`config.mk`:
```
export PLATFORM = sky130hd
export DESIGN_NAME = alu_exec_unit_flat
export DESIGN_NICKNAME = d
export VERILOG_FILES = /design/src/rtl/alu_exec_unit_if.sv /design/src/rtl/alu_exec_unit.sv /design/src/flat_wrapper.sv
export SDC_FILE = /design/constraint.sdc
export NUM_CORES = 1
export LEC_CHECK = 0
export CORE_MARGIN = 8
export CORE_UTILIZATION = 53
export CTS_BUF_LIST = sky130_fd_sc_hd__clkbuf_2
export CTS_CLUSTER_DIAMETER = 100
export DETAILED_ROUTE_END_ITERATION = 16
export GPL_ROUTABILITY_DRIVEN = 0
export PLACE_DENSITY_LB_ADDON = 0.25
export SKIP_CTS_REPAIR_TIMING = 1
export SLEW_MARGIN = 20
export SYNTH_ARGS = -nofsm -noshare
export SYNTH_HDL_FRONTEND = slang
export SYNTH_SLANG_ARGS = --single-unit
```
`constraint.sdc`:
```
create_clock -name clk -period 2.2 [get_ports clk]
set_input_delay 0.44 -clock clk [delete_from_list [all_inputs] [get_ports clk]]
set_output_delay 0.44 -clock clk [all_outputs]
set_load 0.01 [all_outputs]
```
`src/rtl/alu_exec_unit_if.sv`:
```
// Handshake and operand/result bundle between the issue stage and alu_exec_unit.
interface alu_exec_unit_if #(
    parameter int XLEN = 32
);
    logic            in_valid;
    logic            in_ready;
    logic [3:0]      ALU_control;
    logic [XLEN-1:0] op_a;
    logic [XLEN-1:0] op_b;
    logic            out_valid;
    logic            out_ready;
    logic [XLEN-1:0] result;
    logic            branch_taken;
    logic            illegal;

    modport master (
        output in_valid, ALU_control, op_a, op_b, out_ready,
        input  in_ready, out_valid, result, branch_taken, illegal
    );

    modport slave (
        input  in_valid, ALU_control, op_a, op_b, out_ready,
        output in_ready, out_valid, result, branch_taken, illegal
    );
endinterface

```
`src/rtl/alu_exec_unit.sv`:
```
// Execute-stage ALU with valid/ready handshake; define ALU_MUL_EN to build the
// iterative shift-add multiplier for code 1 (otherwise code 1 is reported illegal).
//   state  | meaning
//   S_IDLE | accepting operations, single-cycle results load directly
//   S_MUL  | shift-add multiply in progress, one multiplier bit per cycle
module alu_exec_unit #(
    parameter int XLEN = 32
) (
    input  logic           clk,
    input  logic           rst,
    alu_exec_unit_if.slave bus
);
    localparam int SHW = $clog2(XLEN);

    logic [XLEN-1:0] w_res;
    logic            w_br;
    logic            w_ill;
    logic            w_in_ready;
    logic            w_accept;
    logic            w_is_mul;

    logic            r_out_valid;
    logic [XLEN-1:0] r_result;
    logic            r_br;
    logic            r_ill;

    always_comb begin
        w_res = '0;
        w_br  = 1'b0;
        w_ill = 1'b0;
        case (bus.ALU_control)
            4'd0: w_res = '0;
`ifdef ALU_MUL_EN
            4'd1: w_ill = 1'b0;
`else
            4'd1: w_ill = 1'b1;
`endif
            4'd2: w_res = bus.op_a + bus.op_b;
            4'd3: w_res = bus.op_a << bus.op_b[SHW-1:0];
            4'd4: w_res = bus.op_a ^ bus.op_b;
            4'd5: begin
                w_res = bus.op_a - bus.op_b;
                w_br  = (bus.op_a == bus.op_b);
            end
            4'd6: w_res = bus.op_a - bus.op_b;
            4'd7: begin
                w_res = bus.op_a - bus.op_b;
                w_br  = ($signed(bus.op_a) >= $signed(bus.op_b));
            end
            default: w_ill = 1'b1;
        endcase
    end

    assign w_accept = bus.in_valid && w_in_ready;

`ifdef ALU_MUL_EN
    typedef enum logic {S_IDLE, S_MUL} state_t;

    state_t          r_state;
    state_t          w_state_next;
    logic [XLEN-1:0] r_mcand;
    logic [XLEN-1:0] r_mplier;
    logic [XLEN-1:0] r_acc;
    logic [SHW-1:0]  r_count;
    logic [XLEN-1:0] w_acc_next;
    logic            w_mul_done;

    assign w_is_mul   = (bus.ALU_control == 4'd1);
    assign w_acc_next = r_mplier[0] ? (r_acc + r_mcand) : r_acc;

    always_ff @(posedge clk or posedge rst) begin
        if (rst) r_state <= S_IDLE;
        else     r_state <= w_state_next;
    end

    always_comb begin
        w_state_next = r_state;
        case (r_state)
            S_IDLE:  if (w_accept && w_is_mul) w_state_next = S_MUL;
            S_MUL:   if (r_count == '0) w_state_next = S_IDLE;
            default: w_state_next = S_IDLE;
        endcase
    end

    always_comb begin
        w_in_ready = (r_state == S_IDLE) && (!r_out_valid || bus.out_ready);
        w_mul_done = (r_state == S_MUL) && (r_count == '0);
    end

    // r_count is a down-counter; the iteration seen with count==0 is the last.
    always_ff @(posedge clk or posedge rst) begin
        if (rst) begin
            r_mcand  <= '0;
            r_mplier <= '0;
            r_acc    <= '0;
            r_count  <= '0;
        end else if (w_accept && w_is_mul) begin
            r_mcand  <= bus.op_a;
            r_mplier <= bus.op_b;
            r_acc    <= '0;
            r_count  <= SHW'(XLEN - 1);
        end else if (r_state == S_MUL) begin
            r_acc    <= w_acc_next;
            r_mcand  <= r_mcand << 1;
            r_mplier <= r_mplier >> 1;
            if (r_count != '0) r_count <= r_count - 1'b1;
        end
    end
`else
    assign w_is_mul   = 1'b0;
    assign w_in_ready = !r_out_valid || bus.out_ready;
`endif

    // A new load takes priority over retiring the current result.
    always_ff @(posedge clk or posedge rst) begin
        if (rst) begin
            r_out_valid <= 1'b0;
            r_result    <= '0;
            r_br        <= 1'b0;
            r_ill       <= 1'b0;
        end else if (w_accept && !w_is_mul) begin
            r_out_valid <= 1'b1;
            r_result    <= w_res;
            r_br        <= w_br;
            r_ill       <= w_ill;
        end
`ifdef ALU_MUL_EN
        else if (w_mul_done) begin
            r_out_valid <= 1'b1;
            r_result    <= w_acc_next;
            r_br        <= 1'b0;
            r_ill       <= 1'b0;
        end
`endif
        else if (r_out_valid && bus.out_ready) begin
            r_out_valid <= 1'b0;
        end
    end

    assign bus.in_ready     = w_in_ready;
    assign bus.out_valid    = r_out_valid;
    assign bus.result       = r_result;
    assign bus.branch_taken = r_br;
    assign bus.illegal      = r_ill;
endmodule

```
`src/flat_wrapper.sv`:
```
// flat-port wrapper written by rule: the top's interface ports become plain ports
module alu_exec_unit_flat 
#(
    parameter int XLEN = 32
)
  (clk, rst, bus_in_valid, bus_ALU_control, bus_op_a, bus_op_b, bus_out_ready, bus_in_ready, bus_out_valid, bus_result, bus_branch_taken, bus_illegal);
  alu_exec_unit_if #(.XLEN(XLEN)) bus_i ();
  input  logic clk;
  input  logic rst;
  input wire logic [$bits(bus_i.in_valid)-1:0] bus_in_valid;
  input wire logic [$bits(bus_i.ALU_control)-1:0] bus_ALU_control;
  input wire logic [$bits(bus_i.op_a)-1:0] bus_op_a;
  input wire logic [$bits(bus_i.op_b)-1:0] bus_op_b;
  input wire logic [$bits(bus_i.out_ready)-1:0] bus_out_ready;
  output wire logic [$bits(bus_i.in_ready)-1:0] bus_in_ready;
  output wire logic [$bits(bus_i.out_valid)-1:0] bus_out_valid;
  output wire logic [$bits(bus_i.result)-1:0] bus_result;
  output wire logic [$bits(bus_i.branch_taken)-1:0] bus_branch_taken;
  output wire logic [$bits(bus_i.illegal)-1:0] bus_illegal;
  assign bus_i.in_valid = bus_in_valid;
  assign bus_i.ALU_control = bus_ALU_control;
  assign bus_i.op_a = bus_op_a;
  assign bus_i.op_b = bus_op_b;
  assign bus_i.out_ready = bus_out_ready;
  assign bus_in_ready = bus_i.in_ready;
  assign bus_out_valid = bus_i.out_valid;
  assign bus_result = bus_i.result;
  assign bus_branch_taken = bus_i.branch_taken;
  assign bus_illegal = bus_i.illegal;
  alu_exec_unit #(.XLEN(XLEN)) u_core (.clk(clk), .rst(rst), .bus(bus_i));
endmodule
```
==> key figures, run 1 <==
Logic synthesis
  – Net Count, Synth: 1,144
  – Yosys warnings: 0
  – Most used flip-flop cell after synthesis: sky130_fd_sc_hd__dfrtp_1
  – Sequential fraction of the synthesis area: 12.21%
  – Post-synthesis async set-or-reset flop share: 100.0%
  – Number of library cell types mapped by synthesis: 81
  – Average instance area after synthesis: 7.129 um2
  – Synthesized flop and latch total: 35
  – Mapped Area: 7172 um2
  – Number of synthesized flops with an enable pin: 0
  – Synthesized instance count: 1,006

Floorplan
  – Initial standard-cell utilization of the core: 54.16%
  – Number of rows in the core area: 42
  – Die width: 132.3 um
  – Height of the die: 132.3 um
  – I/O pin count: 108

Clock network
  – TritonCTS sink count: 35
  – Clock buffer count from CTS: 5
  – H-tree lvl count: 2
  – Maximum clock insertion buffer count: 2
  – Clock Tree Root: sky130_fd_sc_hd__clkbuf_2

Run status
  – Terminating stage of the flow: global routing
  – First error: [ERROR GRT-0232] Routing congestion too high. Check the congestion heatmap in the GUI.
  – Run status: stopped before the end

Placement
  – Total placed instance area: 11,150 um2
  – Total half-perimeter wirelength after legalization and detailed placement: 28,770 um
  – Count of input and output buffers: 107

GRT
  – Overall routing resource usage: 64.61%
  – Largest net degree at the start of global routing: 36
  – Total gr overflow: 14

STA
  – Worst setup endpoint GRT: u_core.bus.result[30]$_DFFE_PP0P_/D
  – Worst endpoint type: sequential cell input
per-stage QoR:
step / setup slack [ps] / cells
floorplan: -893.7 / 1006
global placement: -1423 / 1583
CTS: -1108 / 1590
detailed placement: -1571 / 1583
Yosys cell counts (all sizes together), types with 15 or more instances:
cell type	count	share of area [%]
nand2	112	5.9
a21oi	107	7.5
nor2	84	4.4
inv	65	3.4
ha	64	11
o21ai	63	4.4
clkbuf	47	2.5
mux2i	41	5.7
dfrtp	35	12
buf	21	1.6
nor3	21	1.5
nand3	16	1.1
nor2b	16	1.4
a21o	15	1.6
a221oi	15	1.8
o21a	15	1.6
metal layers:
metal	GRT usage, %	overflow
met3	52.13	0
met2	81.75	8
met4	63.41	6
met5	23.32	0
met1	61.91	0
logic make-up after synthesis:
family                     after synthesis  share of synthesized area (%)
adders and majority gates               66                          11.72
xor gates and xnor gates                11                          1.343
AOI/OAI and AO/OA                      363                          33.81
buffers and inverters                  136                          7.624
and+or+nand+nor                        332                          22.38
DFF                                     35                          12.21
muxes                                   63                          10.90
==> run 2: changes to the inputs <==
- CORE_UTILIZATION: 53 -> 38
- CTS_BUF_LIST: sky130_fd_sc_hd__clkbuf_2 -> default
- CTS_CLUSTER_DIAMETER: 100 -> default
- PLACE_DENSITY_LB_ADDON: 0.25 -> 0.15
==> run 2 against run 1 <==
Net effect:
- the flow now finishes, with violations (negative setup slack)
- synthesized cell count unchanged
- synthesized area unchanged
==> key figures, run 2 <==
Run status
  – Run status: complete, but fails checks
  – Violations in the final reports: negative setup slack

Worst setup path
  – Most prevalent standard cell on the critical path: sky130_fd_sc_hd__buf_6
  – End point of the critical path: u_core.bus.result[24]
  – Top fanout value on the critical path: 6
  – CP arrival: 3270 ps
  – Kind of start point of the critical path: input port
  – R2r endpoint: u_core.bus.result[30]
  – Req. time, crit path: 2360 ps
  – Max stage delay on crit path: 500 ps
  – Startpoint of the lowest-slack register-to-register path: u_core.bus.out_valid
  – Crit. End Element: flop
  – Ordered cell list for the critical path: buf_6 > buf_8 > clkinv_16 > fa_2 > o21ba_4 > or4_4 > a31o_4 > a21oi_4 > buf_6 > nor4_4 > o21a_2 > o211a_1 > o32ai_2 > a22oi_1
  – Crit-path slowest cell: sky130_fd_sc_hd__or4_4
  – Depth of the critical timing path with buffers and inverters included: 14
  – Type of the worst setup path: input port to flop
  – Worst Reg-to-Reg Cells: 9
  – Worst reg-to-reg setup slack: 50 ps
  – Critical path buffers and inverters: 4
  – Startpoint of the most critical setup path: bus_op_b[1]
  – Cell family with the largest share of critical-path delay: compound AO/OA/AOI/OAI gates

STA
  – Worst slew margin relative to its limit: 67.57%
  – Worst Slack Setup Final: -913.3 ps
  – Crit path time final: 3113 ps
  – Worst clock skew: 5.618 ps
  – Hold violation count in the final report: 0
  – Total negative slack: -15,160 ps
  – Slew at the pin with the worst max-slew slack: 482.4 ps
  – Upper clock frequency limit: 0.3212 GHz
  – RSZ-0062 raised after global routing: yes
  – Final worst path period share: 141.5%
  – Total of endpoints with negative setup slack in the final report: 28
  – Post-route worst hold slack: 470.8 ps
  – Slew Limit Fails: 0

GRT
  – Largest net degree at the start of global routing: 36
  – Vias in the first global route: 9,549
  – Initial antenna violation count: 1
  – Overall routing resource usage: 28.08%
  – Global-route wire length before repair: 52,670 um
  – Total gr overflow: 0

Logic synthesis
  – Post-Synth Simple-Gate Area: 22.38% (unchanged)
  – Portion of netlist area occupied by mux cells: 10.90% (unchanged)
  – Number of library cell types mapped by synthesis: 81 (unchanged)
  – Sequential fraction of the synthesis area: 12.21% (unchanged)
  – Synthesized flop and latch total: 35 (unchanged)
  – Yosys top cell by area: sky130_fd_sc_hd__dfrtp_1
  – Cell types with the largest area share after synthesis: sky130_fd_sc_hd__dfrtp_1 (12%), sky130_fd_sc_hd__ha_1 (11%), sky130_fd_sc_hd__a21oi_1 (7.5%)
  – Fraction of the mapped netlist area in compound gates: 33.81% (unchanged)
  – Most frequent cell after synthesis: sky130_fd_sc_hd__nand2_1
  – Post-synthesis async set-or-reset flop share: 100.0% (unchanged)
  – XOR/XNOR share of the synthesized area: 1.343% (unchanged)
  – Dominant combinational cell family by area after synthesis: compound AO/OA/AOI/OAI gates
  – Mapped Area: 7172 um2 (unchanged)
  – Post-Synth Adder-Cell Area: 11.72% (unchanged)
  – Number of synthesized flops with an enable pin: 0 (unchanged)
  – Most used flip-flop cell after synthesis: sky130_fd_sc_hd__dfrtp_1
  – Share of Yosys cell area claimed by the top area cell type: 12.21% (unchanged)
  – Leading post-synthesis cells by instance count: sky130_fd_sc_hd__nand2_1 (112), sky130_fd_sc_hd__a21oi_1 (107), sky130_fd_sc_hd__nor2_1 (84)
  – Yosys warnings: 0 (unchanged)
  – Average instance area after synthesis: 7.129 um2 (unchanged)
  – Net Count, Synth: 1,144 (unchanged)
  – Synthesized instance count: 1,006 (unchanged)

Detailed routing
  – Residual antenna-violating net count after detailed routing: 0
  – Average via count per standard cell: 6.039
  – Iteration-0 DRC Markers: 1,194
  – Detailed-route via count: 10.18k
  – Drt wl/cell: 21.51 um
  – DRC violation count after routing: 0
  – 1st-pass router iterations: 9
  – Final wirelength: 36,270 um

Placement
  – Worst slack, placed: -1561 ps (+10.42 ps)
  – Number of cells after detailed placement: 1,647 (+4.0%)
  – Total half-perimeter wirelength after legalization and detailed placement: 28,800 um (about the same)
  – Total placed instance area: 11,260 um2 (+1.1%)
  – Count of input and output buffers: 107 (unchanged)

Cells and area
  – Share of cells above drive strength 1: 43.32%
  – Layout area overhead: 78.40%
  – Count of filler cells inserted in the layout: 1,528
  – Number of diodes: 0
  – Final core utilization: 68.63%
  – Number of flip-flops in the largest register: 32
  – Layout net count: 1,589
  – Leading cell types in the layout, fill and taps excluded: sky130_fd_sc_hd__buf_4 (375), sky130_fd_sc_hd__nand2_1 (108), sky130_fd_sc_hd__a21oi_1 (86)
  – Register cell area after layout: 875.8 um2
  – Final Instance Area: 12,790 um2
  – Most common cell after layout, fill and taps aside: sky130_fd_sc_hd__buf_4
  – Footprint of the multi-input gates: 6822 um2
  – Number of standard cells in the final layout excluding fillers: 1,686

Clock network
  – Clock buffer count from CTS: 5 (unchanged)
  – TritonCTS sink count: 35 (unchanged)
  – Clock tree from TritonCTS: built
  – Maximum clock insertion buffer count: 2 (unchanged)
  – H-tree lvl count: 2 (unchanged)
  – Clock Tree Root: sky130_fd_sc_hd__clkbuf_16
  – CTS clock-pin slew for the worst setup and hold paths: 60 ps
  – Later-pin clock latency in the skew report: 290 ps

Power and ir drop
  – P per Cell Area: 362.9 nW/um2
  – Worst IR Drop VDD: 0.0002899 V
  – Static leakage power: 6.013 nW
  – Total power: 4.643 mW

Hold path
  – Type of the most critical hold path: flop to flop

Floorplan
  – Height of the die: 153.4 um (+16%)
  – I/O pin count: 108 (unchanged)
  – Die width: 153.4 um (+16%)
  – Initial standard-cell utilization of the core: 38.47% (-16 points)
  – Std-Cell Core Area: 18,640 um2
  – Number of rows in the core area: 50 (+19%)
  – Die outline area: 23,530 um2

Flow run
  – Maximum Capacitance Violations: 0
## run 2: cell counts after synthesis
No cell type changed its count.
## run 2: report_power, final
group          switching, mW  internal [mW]  leakage [nW]
registers             0.0333          0.692         0.474
clock network          0.286          0.419        0.0679
logic                   1.61           1.61          5.47
## run 2: worst min path at each step
stage | startpoint | to | slack (ps) | cells past startpoint
floorplan | u_core.bus.result[2] | u_core.bus.result[2] | 510 | 2
global placement | u_core.bus.result[2] | u_core.bus.result[2] | 450 | 2
detailed placement | u_core.bus.result[2] | u_core.bus.result[2] | 460 | 2
CTS | u_core.bus.result[2] | u_core.bus.result[2] | 470 | 2
global route | u_core.bus.result[0] | u_core.bus.result[0] | 510 | 2
finish | u_core.bus.result[2] | u_core.bus.result[2] | 470 | 2
## run 2: cells by family after synthesis
group,after synthesis
and+or+nand+nor,332
AOI/OAI and AO/OA,363
adders and majority gates,66
muxes,63
xor gates and xnor gates,11
DFF,35
buffers and inverters,136
## run 2: final cells by class
| cell class | count | share of cell area (%) |
|---|---|---|
| multi-input combinational | 835 | 53.31 |
| timing repair buffer | 506 | 33.91 |
| sequential | 35 | 6.845 |
| inverter | 68 | 2.562 |
| tap | 234 | 2.288 |
| clock buffer | 7 | 1.037 |
| clock inverter | 1 | 0.03912 |
## run 2: metal layers
metal / up-vias / GRT usage [%] / part of all wire (%)
met5: - / 0 / 0.047
met4: 2 / 15.87 / 7.1
met3: 150 / 4.454 / 9.1
met2: 617 / 45.01 / 45
met1: 4772 / 35.36 / 39
li1: 4640 / - / -
## run 2: worst register-to-register path, cell delays in order (launching register included)
cell and delay [ps]:
sky130_fd_sc_hd__dfrtp_1 370, sky130_fd_sc_hd__nand2b_1 90, sky130_fd_sc_hd__nand2_1 200, sky130_fd_sc_hd__a221oi_1 390, sky130_fd_sc_hd__nand2_1 90, sky130_fd_sc_hd__a221oi_1 260
sky130_fd_sc_hd__buf_4 170, sky130_fd_sc_hd__nand2b_1 110, sky130_fd_sc_hd__o32ai_2 280, sky130_fd_sc_hd__nor3_1 80
Note: power is estimated with default switching activity, not from simulation.
==> run 3: changes to the inputs <==
- CORE_UTILIZATION: 38 -> 30
==> run 3 against run 2 <==
Net effect:
- the flow still finishes with violations (negative setup slack)
- setup slack improved by 92 ps
- sequential share of layout area rose by 0.072 points
- core utilization fell by 15 points
==> key figures, run 3 (synthesis gave the netlist of run 2 again) <==
STA
  – Total negative slack: -14,510 ps (+652.9 ps)
  – Hold violation count in the final report: 0 (unchanged)
  – Post-route worst hold slack: 474.2 ps (+3.349 ps)
  – Final worst path period share: 137.3% (-4.2 points)
  – Worst clock skew: 10.30 ps (+4.682 ps)
  – Crit path time final: 3021 ps (-92.21 ps)
  – Total of endpoints with negative setup slack in the final report: 28 (unchanged)
  – Worst slew margin relative to its limit: 67.91% (+0.35 points)
  – Slew at the pin with the worst max-slew slack: 481.3 ps (-1.084 ps)
  – Slew Limit Fails: 0 (unchanged)
  – Upper clock frequency limit: 0.3310 GHz (+3.1%)
  – Worst Slack Setup Final: -821.1 ps (+92.21 ps)
  – RSZ-0062 raised after global routing: yes

Flow run
  – Maximum Capacitance Violations: 0 (unchanged)

Cells and area
  – Number of standard cells in the final layout excluding fillers: 1,764 (+4.6%)
  – Register cell area after layout: 875.8 um2 (unchanged)
  – Layout area overhead: 76.55%
  – Layout net count: 1,582 (-0.44%)
  – Most common cell after layout, fill and taps aside: sky130_fd_sc_hd__buf_4
  – Leading cell types in the layout, fill and taps excluded: sky130_fd_sc_hd__buf_4 (376), sky130_fd_sc_hd__nand2_1 (110), sky130_fd_sc_hd__a21oi_1 (91)
  – Share of cells above drive strength 1: 41.73% (-1.6 points)
  – Number of diodes: 0 (unchanged)
  – Footprint of the multi-input gates: 6679 um2 (-2.1%)
  – Number of flip-flops in the largest register: 32 (unchanged)
  – Count of filler cells inserted in the layout: 2,280 (+49%)

Floorplan
  – Height of the die: 170.6 um (+11%)
  – Die width: 170.6 um (+11%)
  – I/O pin count: 108 (unchanged)
  – Number of rows in the core area: 56 (+12%)
  – Std-Cell Core Area: 23,470 um2 (+26%)
  – Initial standard-cell utilization of the core: 30.55% (-7.9 points)
  – Die outline area: 29,110 um2 (+24%)

Detailed routing
  – Final wirelength: 37,160 um (+2.5%)
  – Drt wl/cell: 21.07 um (-2.1%)
  – Iteration-0 DRC Markers: 949 (-21%)
  – 1st-pass router iterations: 5 (-4)
  – Detailed-route via count: 9,805 (-3.7%)
  – DRC violation count after routing: 0 (unchanged)
  – Residual antenna-violating net count after detailed routing: 0 (unchanged)
  – Average via count per standard cell: 5.558 (-8.0%)

Placement
  – Number of cells after detailed placement: 1,747 (+6.1%)
  – Worst slack, placed: -1587 ps (-26.27 ps)
  – Total half-perimeter wirelength after legalization and detailed placement: 30,260 um (+5.1%)
  – Count of input and output buffers: 107 (unchanged)

Clock network
  – H-tree lvl count: 2 (unchanged)
  – Clock tree from TritonCTS: built
  – Maximum clock insertion buffer count: 2 (unchanged)
  – Clock buffer count from CTS: 5 (unchanged)
  – TritonCTS sink count: 35 (unchanged)
  – Later-pin clock latency in the skew report: 300 ps (about the same)
  – Clock Tree Root: sky130_fd_sc_hd__clkbuf_16
  – CTS clock-pin slew for the worst setup and hold paths: 70 ps (about the same)

Worst setup path
  – Req. time, crit path: 2420 ps (+60 ps)
  – CP arrival: 3240 ps (-30 ps)
  – Top fanout value on the critical path: 3 (-3)
  – Max stage delay on crit path: 510 ps (about the same)
  – Type of the worst setup path: input port to flop
  – Ordered cell list for the critical path: buf_8 > ha_4 > inv_2 > fa_2 > o21ba_4 > or4_4 > a31o_4 > a21oi_4 > o211ai_1 > a211oi_2 > buf_4 > a21o_1 > o32ai_2 > nor3_1
  – Kind of start point of the critical path: input port
  – Worst reg-to-reg setup slack: 170 ps (+120 ps)
  – Cell family with the largest share of critical-path delay: compound AO/OA/AOI/OAI gates
  – Critical path buffers and inverters: 3 (-1)
  – Crit. End Element: flop
  – Crit-path slowest cell: sky130_fd_sc_hd__or4_4

GRT
  – Global-route wire length before repair: 53,490 um (+1.6%)
  – Vias in the first global route: 9,151 (-4.2%)
  – Initial antenna violation count: 0 (-1)
  – Overall routing resource usage: 23.84% (-4.2 points)
  – Largest net degree at the start of global routing: 36 (unchanged)
  – Total gr overflow: 0 (unchanged)

Run status
  – Run status: complete, but fails checks
  – Violations in the final reports: negative setup slack

Power and ir drop
  – P per Cell Area: 374.1 nW/um2 (+3.1%)
  – Static leakage power: 5.896 nW (-2.0%)
  – Worst IR Drop VDD: 0.0003204 V (+11%)

Hold path
  – Type of the most critical hold path: flop to flop
## run 3: worst min-delay path: stages, from the launching register on
cell and delay (ps):
sky130_fd_sc_hd__dfrtp_1 340, sky130_fd_sc_hd__nand2_1 40, sky130_fd_sc_hd__o21ai_0 60
## run 3: area by class of cell
| cell class | count | share of cell area (%) |
|---|---|---|
| clock buffer | 6 | 1.097 |
| inverter | 68 | 2.589 |
| multi-input combinational | 835 | 52.75 |
| tap | 319 | 3.152 |
| sequential | 35 | 6.917 |
| timing repair buffer | 499 | 33.22 |
| clock inverter | 2 | 0.2767 |
## run 3: report_power, final
group | switching [mW] | leakage (nW) | total (mW) | internal [mW]
sequential | 0.0318 | 0.474 | 0.723 | 0.691
combinational | 1.58 | 5.33 | 3.15 | 1.56
clock | 0.303 | 0.0868 | 0.867 | 0.564
## run 3: routing by layer
metal,track usage [%],vias up,wire length [um]
met1,32.44,4708,16350
met2,38.53,409,16970
met3,2.074,72,2388
li1,-,4616,-
met4,9.115,0,1457
met5,0,-,0
## run 3: through the flow
stage               instance area, um2  power, mW  util [%]
finish                           12660      4.737     53.94
global route                     12660      4.967     53.94
CTS                              11660      4.383     49.66
detailed placement               11480      3.510     48.92
global placement                 11480      3.500     48.92
floorplan                         7465      2.048         -
## run 3: worst paths after layout
kind	from	to	cells after the start
worst max-delay path	bus_op_a[0]	u_core.bus.result[30]	14
worst min-delay path	u_core.bus.result[7]	u_core.bus.result[7]	2
worst max register to register	u_core.bus.out_valid	u_core.bus.result[30]	9
worst min register to register	u_core.bus.result[7]	u_core.bus.result[7]	2
max in group asynchronous	rst	u_core.bus.illegal	3
min in group asynchronous	rst	u_core.bus.result[20]	3
